===== config.mk =====
export PLATFORM = sky130hd
export DESIGN_NAME = pc_sequencer
export DESIGN_NICKNAME = d
export VERILOG_FILES = /design/src/rtl/pc_sequencer.sv
export SDC_FILE = /design/constraint.sdc
export NUM_CORES = 1
export LEC_CHECK = 0
export ABC_AREA = 1
export ABC_CLOCK_PERIOD_IN_PS = 2000
export CORE_MARGIN = 2
export CORE_UTILIZATION = 25
export DETAILED_ROUTE_END_ITERATION = 8
export RECOVER_POWER = 50
export SLEW_MARGIN = 20
export SYNTH_ARGS = -nofsm -noshare
export SYNTH_HDL_FRONTEND = slang
export SYNTH_SLANG_ARGS = --single-unit

===== constraint.sdc =====
create_clock -name clk -period 2 [get_ports clk]
set_input_delay 0.2 -clock clk [delete_from_list [all_inputs] [get_ports clk]]
set_output_delay 0.2 -clock clk [all_outputs]
set_load 0.05 [all_outputs]

===== src/rtl/pc_sequencer.sv =====
// ============================================================================
//  Module      : pc_sequencer
//  Description : Next-PC generator for the fetch stage. Owns the fetch PC, EPC,
//                the kernel bit, pending-interrupt state and pipeline flushes.
//  Revision    : 1.0 - initial release
// ============================================================================
`default_nettype none

module pc_sequencer #(
    parameter logic [31:0] RESET_PC   = 32'h0000_0000,
    parameter logic [31:0] ILLOP_ADDR = 32'h8000_0004,
    parameter logic [31:0] XADR_ADDR  = 32'h8000_0008
) (
    input  logic        clk,
    input  logic        reset,
    input  logic        stall,
    input  logic        branch_taken,
    input  logic [31:0] branch_target,
    input  logic        jump,
    input  logic        jr,
    input  logic [31:0] jump_target,
    input  logic [31:0] jr_target,
    input  logic        eret,
    input  logic        illop,
    input  logic [31:0] id_pc,
    input  logic        irq,
    output logic [31:0] PC,
    output logic [31:0] epc,
    output logic        kernel,
    output logic        flush_if,
    output logic        flush_id,
    output logic        irq_ack
);

    // Interrupt state is {kernel, irq_pend}
    localparam logic [1:0] c_ST_USER      = 2'b00;
    localparam logic [1:0] c_ST_USER_PEND = 2'b01;
    localparam logic [1:0] c_ST_KERNEL    = 2'b10;
    localparam logic [1:0] c_ST_KERN_PEND = 2'b11;

    logic [31:0] r_pc;
    logic [31:0] r_epc;
    logic [31:0] r_pc_prev;
    logic        r_irq_pend;
    logic        r_flush_hold;

    logic [1:0]  w_state;
    logic        w_irq_want;
    logic [31:0] w_pc_next;
    logic [31:0] w_epc_next;
    logic        w_redirect;
    logic        w_take;
    logic        w_irq_pend_next;

    assign w_state = {r_pc[31], r_irq_pend};

    // User-mode request: live level in USER, latched request in USER_PEND
    always_comb begin
        w_irq_want = 1'b0;
        case (w_state)
            c_ST_USER:      w_irq_want = irq;
            c_ST_USER_PEND: w_irq_want = 1'b1;
            c_ST_KERNEL:    w_irq_want = 1'b0;
            c_ST_KERN_PEND: w_irq_want = 1'b0;
            default:        w_irq_want = 1'b0;
        endcase
    end

    always_comb begin
        w_pc_next  = r_pc + 32'd4;
        w_epc_next = r_epc;
        w_redirect = 1'b1;
        w_take     = 1'b0;
        if (branch_taken) begin
            w_pc_next = branch_target;
        end else if (illop) begin
            w_pc_next  = ILLOP_ADDR;
            w_epc_next = id_pc + 32'd4;
        end else if (eret) begin
            w_pc_next = r_epc;
        end else if (jr) begin
            w_pc_next = jr_target;
        end else if (jump) begin
            w_pc_next = jump_target;
        end else if (stall) begin
            w_pc_next  = r_pc;
            w_redirect = 1'b0;
        end else if (w_irq_want && !r_flush_hold) begin
            // Clean cycle: the instruction IF is presenting becomes the resume point
            w_pc_next  = XADR_ADDR;
            w_epc_next = r_pc_prev;
            w_take     = 1'b1;
        end else begin
            w_redirect = 1'b0;
        end
    end

    // An un-taken request is latched; a take consumes it
    assign w_irq_pend_next = w_take ? 1'b0 : (r_irq_pend | irq);

    always_ff @(posedge clk) begin
        if (reset) begin
            r_pc         <= RESET_PC;
            r_epc        <= 32'h0000_0000;
            r_pc_prev    <= RESET_PC;
            r_irq_pend   <= 1'b0;
            r_flush_hold <= 1'b0;
        end else begin
            r_pc         <= w_pc_next;
            r_epc        <= w_epc_next;
            r_pc_prev    <= r_pc;
            r_irq_pend   <= w_irq_pend_next;
            r_flush_hold <= w_redirect;
        end
    end

    assign PC       = r_pc;
    assign epc      = r_epc;
    assign kernel   = r_pc[31];
    assign flush_if = (w_redirect | r_flush_hold) & ~reset;
    assign flush_id = branch_taken & ~reset;
    assign irq_ack  = w_take & ~reset;

endmodule

`default_nettype wire


# Word level (Yosys, flattened, before mapping)
# Cells that the tools add are included.
# W data, S select, Z words.
dict set report classes {
  mux 26
  eq_ne 8
  n_bitwise 7
  reduce_logical 7
  multipliers 0
  shift 0
  div_mod_pow 0
  magnitude_cmp 0
  addsub 2
}
# operator count
set op_table {}
lappend op_table {{$mux W32} 13}
lappend op_table {{$add A32 B3 Y32 const B} 2}
lappend op_table {{$mux W1} 12}
lappend op_table {{$ne A2 B1 Y1 const B} 4}
lappend op_table {{$ne A6 B1 Y1 const B} 1}
lappend op_table {{$reduce_and A6 Y1} 1}
lappend op_table {{$eq A2 B2 Y1 const B} 2}
lappend op_table {{$reduce_or A2 Y1} 2}
lappend op_table {{$and A1 B1 Y1} 3}
lappend op_table {{$pmux W1 S3} 1}
lappend op_table {{$eq A2 B1 Y1 const B} 1}
lappend op_table {{$logic_not A2 Y1} 1}
lappend op_table {{$not A1 Y1} 2}
lappend op_table {{$or A1 B1 Y1} 2}
lappend op_table {{$reduce_bool A2 Y1} 1}
lappend op_table {{$logic_and A1 B1 Y1} 1}
lappend op_table {{$logic_not A1 Y1} 1}
dict set report totals {
  ram_bits 0
  latch_bits 0
  reg_bits 98
  rom_bits 0
  n_memories 0
  elab_cells 55
  output_inout_bits 68
}

# Depth between registers and ports, before layout
# Gate-level depths: netlist of the first run.
dict set report depth {
  ltp_word 13
  depth_mapped 11
  depth_no_buf 11
}

# Worst setup path before layout of the first run
# OpenSTA, ideal clock, no wires.
dict set report synth_path {
  path_type {register -> output}
  start {register r_pc[31] (netlist: PC[31])}
  end {output irq_ack}
  required_time_ps 1800
  t_arrival_ps 2508
  path_stages_with_launch 5
  path_slack_ps -708
  cell_sequence {dfxtp_1 -> nor2_1 -> nand2_2 -> buf_2 -> nor4_1}
}
dict set report synth_between {
  elab_chain_cells 12
  word_cells_on_any_way 15
}
# element line_no
set synth_lines {}
lappend synth_lines {{from (decl)} 41} ;# logic [31:0] r_pc;
lappend synth_lines {{from (signal assigned)} 109} ;# r_pc <= w_pc_next;
lappend synth_lines {{$eq A2 B2 Y1} 60} ;# case (w_state)
lappend synth_lines {{$reduce_or A2 Y1 (no line)} --}
lappend synth_lines {{$pmux W1 S3 *} 60}
lappend synth_lines {{$logic_and A1 B1 Y1 *} 88} ;# end else if (w_irq_want && !r_flush_hold) begin
lappend synth_lines {{$mux W1 *} 88}
lappend synth_lines {{$mux W1 *} 85} ;# end else if (stall) begin
lappend synth_lines {{$mux W1 *} 83} ;# end else if (jump) begin
lappend synth_lines {{$mux W1 *} 81} ;# end else if (jr) begin
lappend synth_lines {{$mux W1 *} 79} ;# end else if (eret) begin
lappend synth_lines {{$mux W1 *} 76} ;# end else if (illop) begin
lappend synth_lines {{$mux W1 *} 74} ;# if (branch_taken) begin
lappend synth_lines {{$and A1 B1 Y1 *} 122} ;# assign irq_ack = w_take & ~reset;
lappend synth_lines {{to (decl)} 32} ;# output logic irq_ack
# Mark *: on every way between the ends. The rest lies on a longest branch, timed or not.

# Final worst setup path of the first run
dict set report layout_path {
  start {register r_pc[24] (netlist: PC[24])}
  end {output PC[24]}
}
# element line_no
set layout_rtl {}
lappend layout_rtl {{to (decl)} 27} ;# output logic [31:0] PC,
# No word-level cell between the ends.

==> results.md, run 1 <==
- The number of core rows is just under 60.
- Buffers placed on the I/O ports in this run total a little over 200.
- The HPWL after detailed placement is between 20 and 25 mm.
- The layout overhead on the synthesized area is 47.1%.
- The number of levels the H-tree was split into is 3.
- Counting flops with an async set or reset pin after synthesis yields a share of 0.
- Pin placement for this block handled around 210 I/O pins.
- The number of antenna diodes in the final layout is 0.
- Once detail routing completed, the nets flagged for antenna violations numbered 0.
- In the finished design, the share of the clock period the worst path needs comes to 0.997.
- The warning count from the yosys run is 0.
- Synthesis instantiated 44 different standard cells from the library.
- The hold path startpoint is reset.
- TritonCTS built the clock tree.
- After detailed routing, the total wire length is roughly 28 mm.
- The flow ran to the end, and the final reports show no timing, DRC or antenna violations.
- In this run the critical register-to-register path is launched from PC[3].
- After layout, the minimum clock period comes to between 1500 and 2000 ps.
- The core region is approximately 0.025 mm^2.
- The number of clock buffers added by TritonCTS is 9.
- The portion of total power attributed to combinational logic is 0.278.
- The endpoint arrival time on the critical path is ~1800 ps.
- Data on the critical path is required at its endpoint by about 1800 ps.
- The synthesized netlist occupies a cell area of about 0.0064 mm^2.
- Setup violations remaining at the end of the flow were counted as 0.
- Of the cells placed in the final design, the portion with a size suffix greater than 1 is 0.107.
- The most used flip-flop cell after synthesis is dfxtp_1.
- The number of global-route vias before repair is around 7300.
- The static power due to leakage is about 3.8 nW.
- The first-pass GRT wire length is 42.8 mm.
- The pin slew with the least headroom to its limit is 626 ps.
- The share of total power dissipated in the clock network is 0.321.
- The number of sinks driven by the clock tree is 98.
- The final route contains 7598 vias.
- After clock tree synthesis, the clock-pin slew on the worst setup and hold paths is 70 ps.
- The die covers 0.0269 mm^2.
- After routing the design area is ~0.0094 mm^2.
- Headroom to the max-slew limit came out at 0.584.
- Of the total power, the share spent switching nets is 0.342.
- The post-synthesis sequential area ratio is 0.307.
- The tree is rooted in a clkbuf_16.
- The kind of end point of the critical path is a primary output.
- The leftover overflow at the end of global routing is 0.
- The final setup skew is ~5.8 ps.
- The total power draw is 0.00544 W.
- For this design, the CTS-stage hold fixing added 0 buffers.
- The final estimated routing congestion in global placement is ~0.97.
- The smallest setup slack after layout is around 6 ps.
- In the final routed layout, each cell accounts on average for roughly 18 um.
- The maximum count of clock buffers along a single path is 2.
- Leaving out fill and tap cells, the most frequent cells in the layout are nand2_1, clkdlybuf4s50_1, nor2_1, a21oi_1, dfxtp_1.
- Fill cells in the final layout number between 2000 and 3000.
- The count of final max-slew check failures was 0.
- The kind of start point of the critical path is a flip-flop.
- At the end of the flow, the number of nets in the layout was approximately 1400.
- The gate count of the mapped netlist is 1027.
- Leaving out fill and tap cells, the most frequent cell in the layout is nand2_1.
- The number of DRC markers after the initial detailed-route iteration is ~800.
- Entering global routing, the biggest net connects 53 pins.
- Across all register-to-register paths, the minimum setup slack is about 150 ps.
- The internal portion of the total power is about 0.0036 W.
- The number of enable flip-flop cells after synthesis is 0.
- The type of the worst setup path is flip-flop to primary output.
- Prior to clock tree synthesis, the placed netlist has a worst setup slack of -75.3 ps.
- The remaining design rule violation count is 0.
- In the routed layout, each cell is associated on average with a via count of between 4 and 5.
- Setup repair after global routing left no endpoint under its margin.
- The total placed instance area is around 0.009 mm^2.
- The min-delay analysis places its worst path in the category primary input to flip-flop.
- Max-cap violations in this run came to 0.
- The width of the chip is around 160 um.
- The floorplan step set the die height to ~160 um.
- The most critical setup path has its startpoint at PC[24].
- The initial antenna violation count is 0.
- The length of the first detailed-routing pass in iterations is 6.
- The hold violation count in the final report came to 0.
- The top fanout value on the critical path is 4.
- The clock latency on the worst-skew pair is between 300 and 400 ps.
- Across the VDD grid, the largest voltage drop is around 0.00037 V.
- The achievable frequency is ~500 MHz.
- The number of nets produced by synthesis is 1166.
- The share of total power dissipated in sequential elements is 0.402.
- The power density over cell area is between 500 and 600 mW/mm^2.
- The final worst hold slack is 321 ps.
- For this configuration, the core starts out at a cell density of 0.254.
- For this run, the total global-route usage over all layers was measured as 0.209.
- The switching power total is 0.00186 W.
- For the final routed database, the setup TNS stands at 0 ps.
- In this run the mean area of a mapped cell was between 6 and 7 um^2.
- Counting flops and latches in the post-synthesis netlist gives 98.
-- cell usage after synthesis, drive strengths merged (3+ instances only) --
| cell type | count | area share |
|---|---|---|
| o221ai | 3 | 0.0041 |
| o211ai | 6 | 0.0070 |
| xnor2 | 4 | 0.0055 |
| xor2 | 10 | 0.014 |
| nand3 | 54 | 0.043 |
| a21oi | 98 | 0.078 |
| nand2 | 287 | 0.17 |
| nand4 | 9 | 0.0088 |
| inv | 99 | 0.058 |
| a31oi | 15 | 0.015 |
| clkbuf | 27 | 0.016 |
| buf | 25 | 0.027 |
| o21ai | 84 | 0.066 |
| nand3b | 7 | 0.0082 |
| o221a | 22 | 0.039 |
| nor2 | 145 | 0.098 |
| nor3 | 18 | 0.016 |
| dfxtp | 98 | 0.31 |
-- metrics by stage --
stage          instances  utilization
6_report            1595        0.374
5_1_grt             1595        0.374
4_1_cts             1594        0.376
3_5_place_dp        1578        0.364
3_3_place_gp        1578        0.364
2_1_floorplan       1027            -
-- area by class of cell --
class / count / area [um^2] / area share
clock inverters: 6 / 50.0 / 0.00532
well taps: 330 / 413 / 0.0439
multi-input cells: 778 / 3810 / 0.405
clock buffers: 10 / 239 / 0.0254
inverters: 99 / 372 / 0.0395
flip-flops and latches: 98 / 1970 / 0.209
repair buffers: 274 / 2560 / 0.272
-- flip-flops by register name, summed over array words and instances (netlist names) --
| name | flops |
|---|---|
| r_pc_prev | 32 |
| PC | 32 |
| r_irq_pend | 1 |
| epc | 32 |
| r_flush_hold | 1 |
-- worst max-delay path, stage by stage, from the launching register on --
cell and delay (ps):
dfxtp_1 330, clkbuf_1 240, clkdlybuf4s50_1 860
-- final timing paths --
check / endpoint / depth (start not counted)
min: r_flush_hold / 3
max reg2reg: PC[14] / 10
max: PC[24] / 2
min reg2reg: r_pc_prev[1] / 2
-- power by group through the flow --
stage / sequential [W] / clock (W) / combinational, W
after floorplan: 0.00246 / 0 / 0.000521
after global placement: 0.00223 / 0 / 0.00152
after detailed placement: 0.00223 / 0 / 0.00152
after CTS: 0.00218 / 0.00178 / 0.00153
after global routing: 0.00220 / 0.00186 / 0.00162
final: 0.00218 / 0.00174 / 0.00151
-- kinds of logic (layout without fill, tap and decap cells) --
| kind of cell | Yosys count | in the layout | share of synthesized area |
|---|---|---|---|
| AND/OR/NAND/NOR | 525 | 525 | 0.350 |
| AO/OA/AOI/OAI | 237 | 237 | 0.220 |
| buffers and inverters | 151 | 389 | 0.101 |
| flip-flops | 98 | 98 | 0.307 |
| XOR/XNOR | 14 | 14 | 0.0192 |
| adder cells (fa/ha/maj) | 2 | 2 | 0.00391 |
-- what timing repair did --
item | CTS | global route
resized for setup | 0 | 10
buffers inserted | 0 | 1
endpoints found under the setup margin | 0 | 11
-- routing by layer --
metal,track usage,vias up,wire length [um]
li1,-,3853,-
met4,0.0482,0,361
met1,0.311,3433,14100
met5,0,-,0
met2,0.323,286,12300
met3,0.0215,26,1590
Note: power is estimated with default switching activity, not from simulation.
==> run 2, diff against run 1 <==
--- a/config.mk
+++ b/config.mk
@@ -7,9 +7,11 @@
 export LEC_CHECK = 0
 export ABC_AREA = 1
 export ABC_CLOCK_PERIOD_IN_PS = 2000
+export CAP_MARGIN = 20
 export CORE_MARGIN = 2
 export CORE_UTILIZATION = 25
 export DETAILED_ROUTE_END_ITERATION = 8
+export HOLD_SLACK_MARGIN = 0.02
 export RECOVER_POWER = 50
 export SLEW_MARGIN = 20
 export SYNTH_ARGS = -nofsm -noshare
==> results of run 2 <==
Same layout as run 1: the final DEF is identical, and so are final timing and power.
==> run 3, diff against run 2 <==
--- a/config.mk
+++ b/config.mk
@@ -9,9 +9,10 @@
 export ABC_CLOCK_PERIOD_IN_PS = 2000
 export CAP_MARGIN = 20
 export CORE_MARGIN = 2
-export CORE_UTILIZATION = 25
+export CORE_UTILIZATION = 47
 export DETAILED_ROUTE_END_ITERATION = 8
 export HOLD_SLACK_MARGIN = 0.02
+export PLACE_DENSITY = 0.81
 export RECOVER_POWER = 50
 export SLEW_MARGIN = 20
 export SYNTH_ARGS = -nofsm -noshare
==> run 3 against run 2 <==
  * Non-clock buffer count fell by 9
  * Worst setup slack improved by 34 ps
  * Critical path type unchanged
  * Final area fell by 2.7%
  * Routed wire length fell by 14%
==> results.md, run 3 (synthesis results as in run 1) <==
- The sum of routed wire length over all layers came to 24.5 mm (was 28.4 mm).
- The initial core utilization is 0.483 (was 0.254).
- The path class of the lowest-slack min-delay path is primary input to flip-flop (unchanged).
- The total placed instance area is 0.00890 mm^2 (was 0.00918 mm^2).
- The count of final max-slew check failures is 0 (unchanged).
- The number of DRC markers after the initial detailed-route iteration came to 823 (was 804).
- The launch point of the worst path is PC[14] (was PC[24]).
- The post-cts hold buffer count is 0 (unchanged).
- The hold path startpoint is branch_target[12] (was reset).
- The slowest library cell on the worst path is clkdlybuf4s50_1 (unchanged).
- The average via count per standard cell is 5.47 (was 4.76).
- The power density over cell area came to 589 mW/mm^2 (was 578 mW/mm^2).
- The overall fraction of global-route tracks in use is 0.335 (was 0.209).
- Setup repair after global routing missed its margin: false (unchanged).
- The static power due to leakage is 3.77 nW (was 3.78 nW).
- The top fanout value on the critical path is 7 (was 4).
- The kind of start point of the critical path was a flip-flop (unchanged).
- The count of boundary I/O pins was 205 (unchanged).
- The capturing instance or port of the critical path is PC[14] (was PC[24]).
- The number of sinks driven by the clock tree was 98 (unchanged).
- The worst flop-to-flop path endpoint is PC[21] (was PC[14]).
- The total setup violations reported at the end of the flow is 0 (unchanged).
- The headroom to the max-slew limit is 0.251 (was 0.584).
- The peak supply drop was 0.000491 V (was 0.000373 V).
- The length of the first detailed-routing pass in iterations is 5 (was 6).
- The final worst hold slack came to 407 ps (was 321 ps).
- The first-pass GRT wire length came to 37.8 mm (was 42.8 mm).
- The number of fillers in the final layout came to 1254 (was 2728).
- The initial antenna violation count is 0 (unchanged).
- The overall die area is 0.0146 mm^2 (was 0.0269 mm^2).
- The commonest non-fill, non-tap cell in the layout is nand2_1 (unchanged).
- The number of core rows came to 42 (was 58).
- The layout overhead on the synthesized area was 43.2% (was 47.1%).
- The depth of the critical timing path with buffers and inverters included is 1 (was 2).
- The endpoint arrival time on the critical path was 1760 ps (was 1790 ps).
- The hold violation count in the final report was 0 (unchanged).
- The post-route setup TNS is 0 ps (unchanged).
- The cell family with the largest share of critical-path delay is buffers and inverters (unchanged).
- The vertical die dimension is 121 um (was 164 um).
- The final standard cell area without fillers was 0.00916 mm^2 (was 0.00941 mm^2).
- The number of global-route vias before repair was 7270 (was 7302).
- The clock tree from TritonCTS is yes (unchanged).
- The delay of the slowest cell on the worst path is 880 ps (was 860 ps).
- The total number of nets in the final design is 1390 (was 1399).
- The floorplan core area is 0.0132 mm^2 (was 0.0252 mm^2).
- The pin slew with the least headroom to its limit is 1120 ps (was 626 ps).
- The time the worst path needs with I/O delays and setup is 1960 ps (was 1990 ps).
- Run status: finished clean (unchanged).
- The final setup skew is 10.2 ps (was 5.80 ps).
- The antenna cell count is 0 (unchanged).
- The type of the worst setup path is flip-flop to primary output (unchanged).
- The post-route clock period utilization came to 0.980 (was 0.997).
- The number of port buffers is 204 (unchanged).
- Critical path, cell by cell: clkdlybuf4s50_1 (was clkbuf_1, clkdlybuf4s50_1).
- The achievable frequency is 510 MHz (was 501 MHz).
- The remaining design rule violation count is 0 (unchanged).
- The proportion of layout cells with a drive suffix above 1 is 0.0995 (was 0.107).
- The reg-to-reg critical path startpoint is PC[9] (was PC[3]).
- The register clock-pin slew on the reported worst setup and hold paths came to 80 ps (was 70 ps).
- Highest-count cells in the layout ignoring fill and taps: nand2_1, clkdlybuf4s50_1, nor2_1, dfxtp_1, a21oi_1 (was nand2_1, clkdlybuf4s50_1, nor2_1, a21oi_1, dfxtp_1).
- The critical path required time was 1800 ps (about the same).
- The number of buffers created by CTS is 9 (unchanged).
- The number of levels the H-tree was split into came to 3 (unchanged).
- The setup fix buffers added after clock tree synthesis was 0 (unchanged).
- The leftover overflow at the end of global routing is 0 (unchanged).
- The half-perimeter wire length after detailed placement is 19.5 mm (was 23.3 mm).
- The via count of the routed design is 7830 (was 7598).
- The pin count of the biggest net entering global routing is 36 (was 53).
- The width of the chip is 121 um (was 164 um).
- The final estimated routing congestion in global placement was 0.980 (was 0.966).
- The max-cap check violation count came to 0 (unchanged).
- The worst path buffer plus inverter count is 1 (was 2).
- The final antenna-violating net count is 0 (unchanged).
- The count of cells along the worst register-to-register path is 10 (unchanged).
- The clock latency on the worst-skew pair is 360 ps (was 350 ps).
- The maximum count of clock buffers along a single path is 2 (unchanged).
- The kind of end point of the critical path is a primary output (unchanged).
- The quantity of gates resized following cts was 0 (unchanged).
- The setup slack on the worst flop-to-flop path is 90 ps (was 150 ps).
- The wire length per cell after detailed routing is 17.1 um (was 17.8 um).
- The clock tree root buffer cell is clkbuf_16 (unchanged).
-- run 3: cell types whose count changed in the layout (fill, tap and decap cells not counted), sizes merged, moves of 3 or more --
| cell | delta |
|---|---|
| dlygate4sd3 | -13 |
| dlymetal6s2s | +5 |
| inv | +3 |
| clkbuf | -7 |
| buf | -7 |
| clkdlybuf4s50 | +12 |
-- run 3: where the power goes --
| part | internal [W] | total [W] | switching, W |
|---|---|---|---|
| Clock | 0.000882 | 0.00174 | 0.000862 |
| Combinational | 0.000618 | 0.00148 | 0.000860 |
| Sequential | 0.00206 | 0.00217 | 0.000114 |
| Total | 0.00356 | 0.00540 | 0.00184 |
-- run 3: metrics by stage --
step | setup WS [ps] | instances | utilization | total power, W
2_1_floorplan | 21.9 | 1027 | - | 0.00298
3_3_place_gp | 32.4 | 1416 | 0.672 | 0.00367
3_5_place_dp | -38.0 | 1416 | 0.672 | 0.00369
4_1_cts | 47.5 | 1432 | 0.694 | 0.00541
5_1_grt | 0.228 | 1432 | 0.692 | 0.00559
6_report | 40.3 | 1432 | 0.692 | 0.00540
-- run 3: layout make-up --
class / instances / area, um^2 / share of cell area
multi-input cells: 778 / 3790 / 0.414
repair buffers: 265 / 2520 / 0.275
flip-flops and latches: 98 / 1960 / 0.214
inverters: 99 / 372 / 0.0406
clock buffers: 9 / 225 / 0.0246
well taps: 176 / 220 / 0.0240
clock inverters: 7 / 67.6 / 0.00737
-- run 3: metal layers --
metal  global-route usage  vias to the layer above  wire [um]
met3               0.0580                       52       2060
met5                    0                        -          0
met1                0.463                     3561      10900
li1                     -                     3832          -
met2                0.524                      385      10900
met4                0.124                        0        684
-- run 3: how the worst min path moves through the flow --
stage,endpoint,slack (ps),cells after the start
floorplan,PC[3],360,2
global placement,r_pc_prev[1],430,2
detailed placement,r_pc_prev[0],440,2
CTS,r_pc_prev[31],260,2
global route,epc[0],420,3
finish,PC[12],410,3
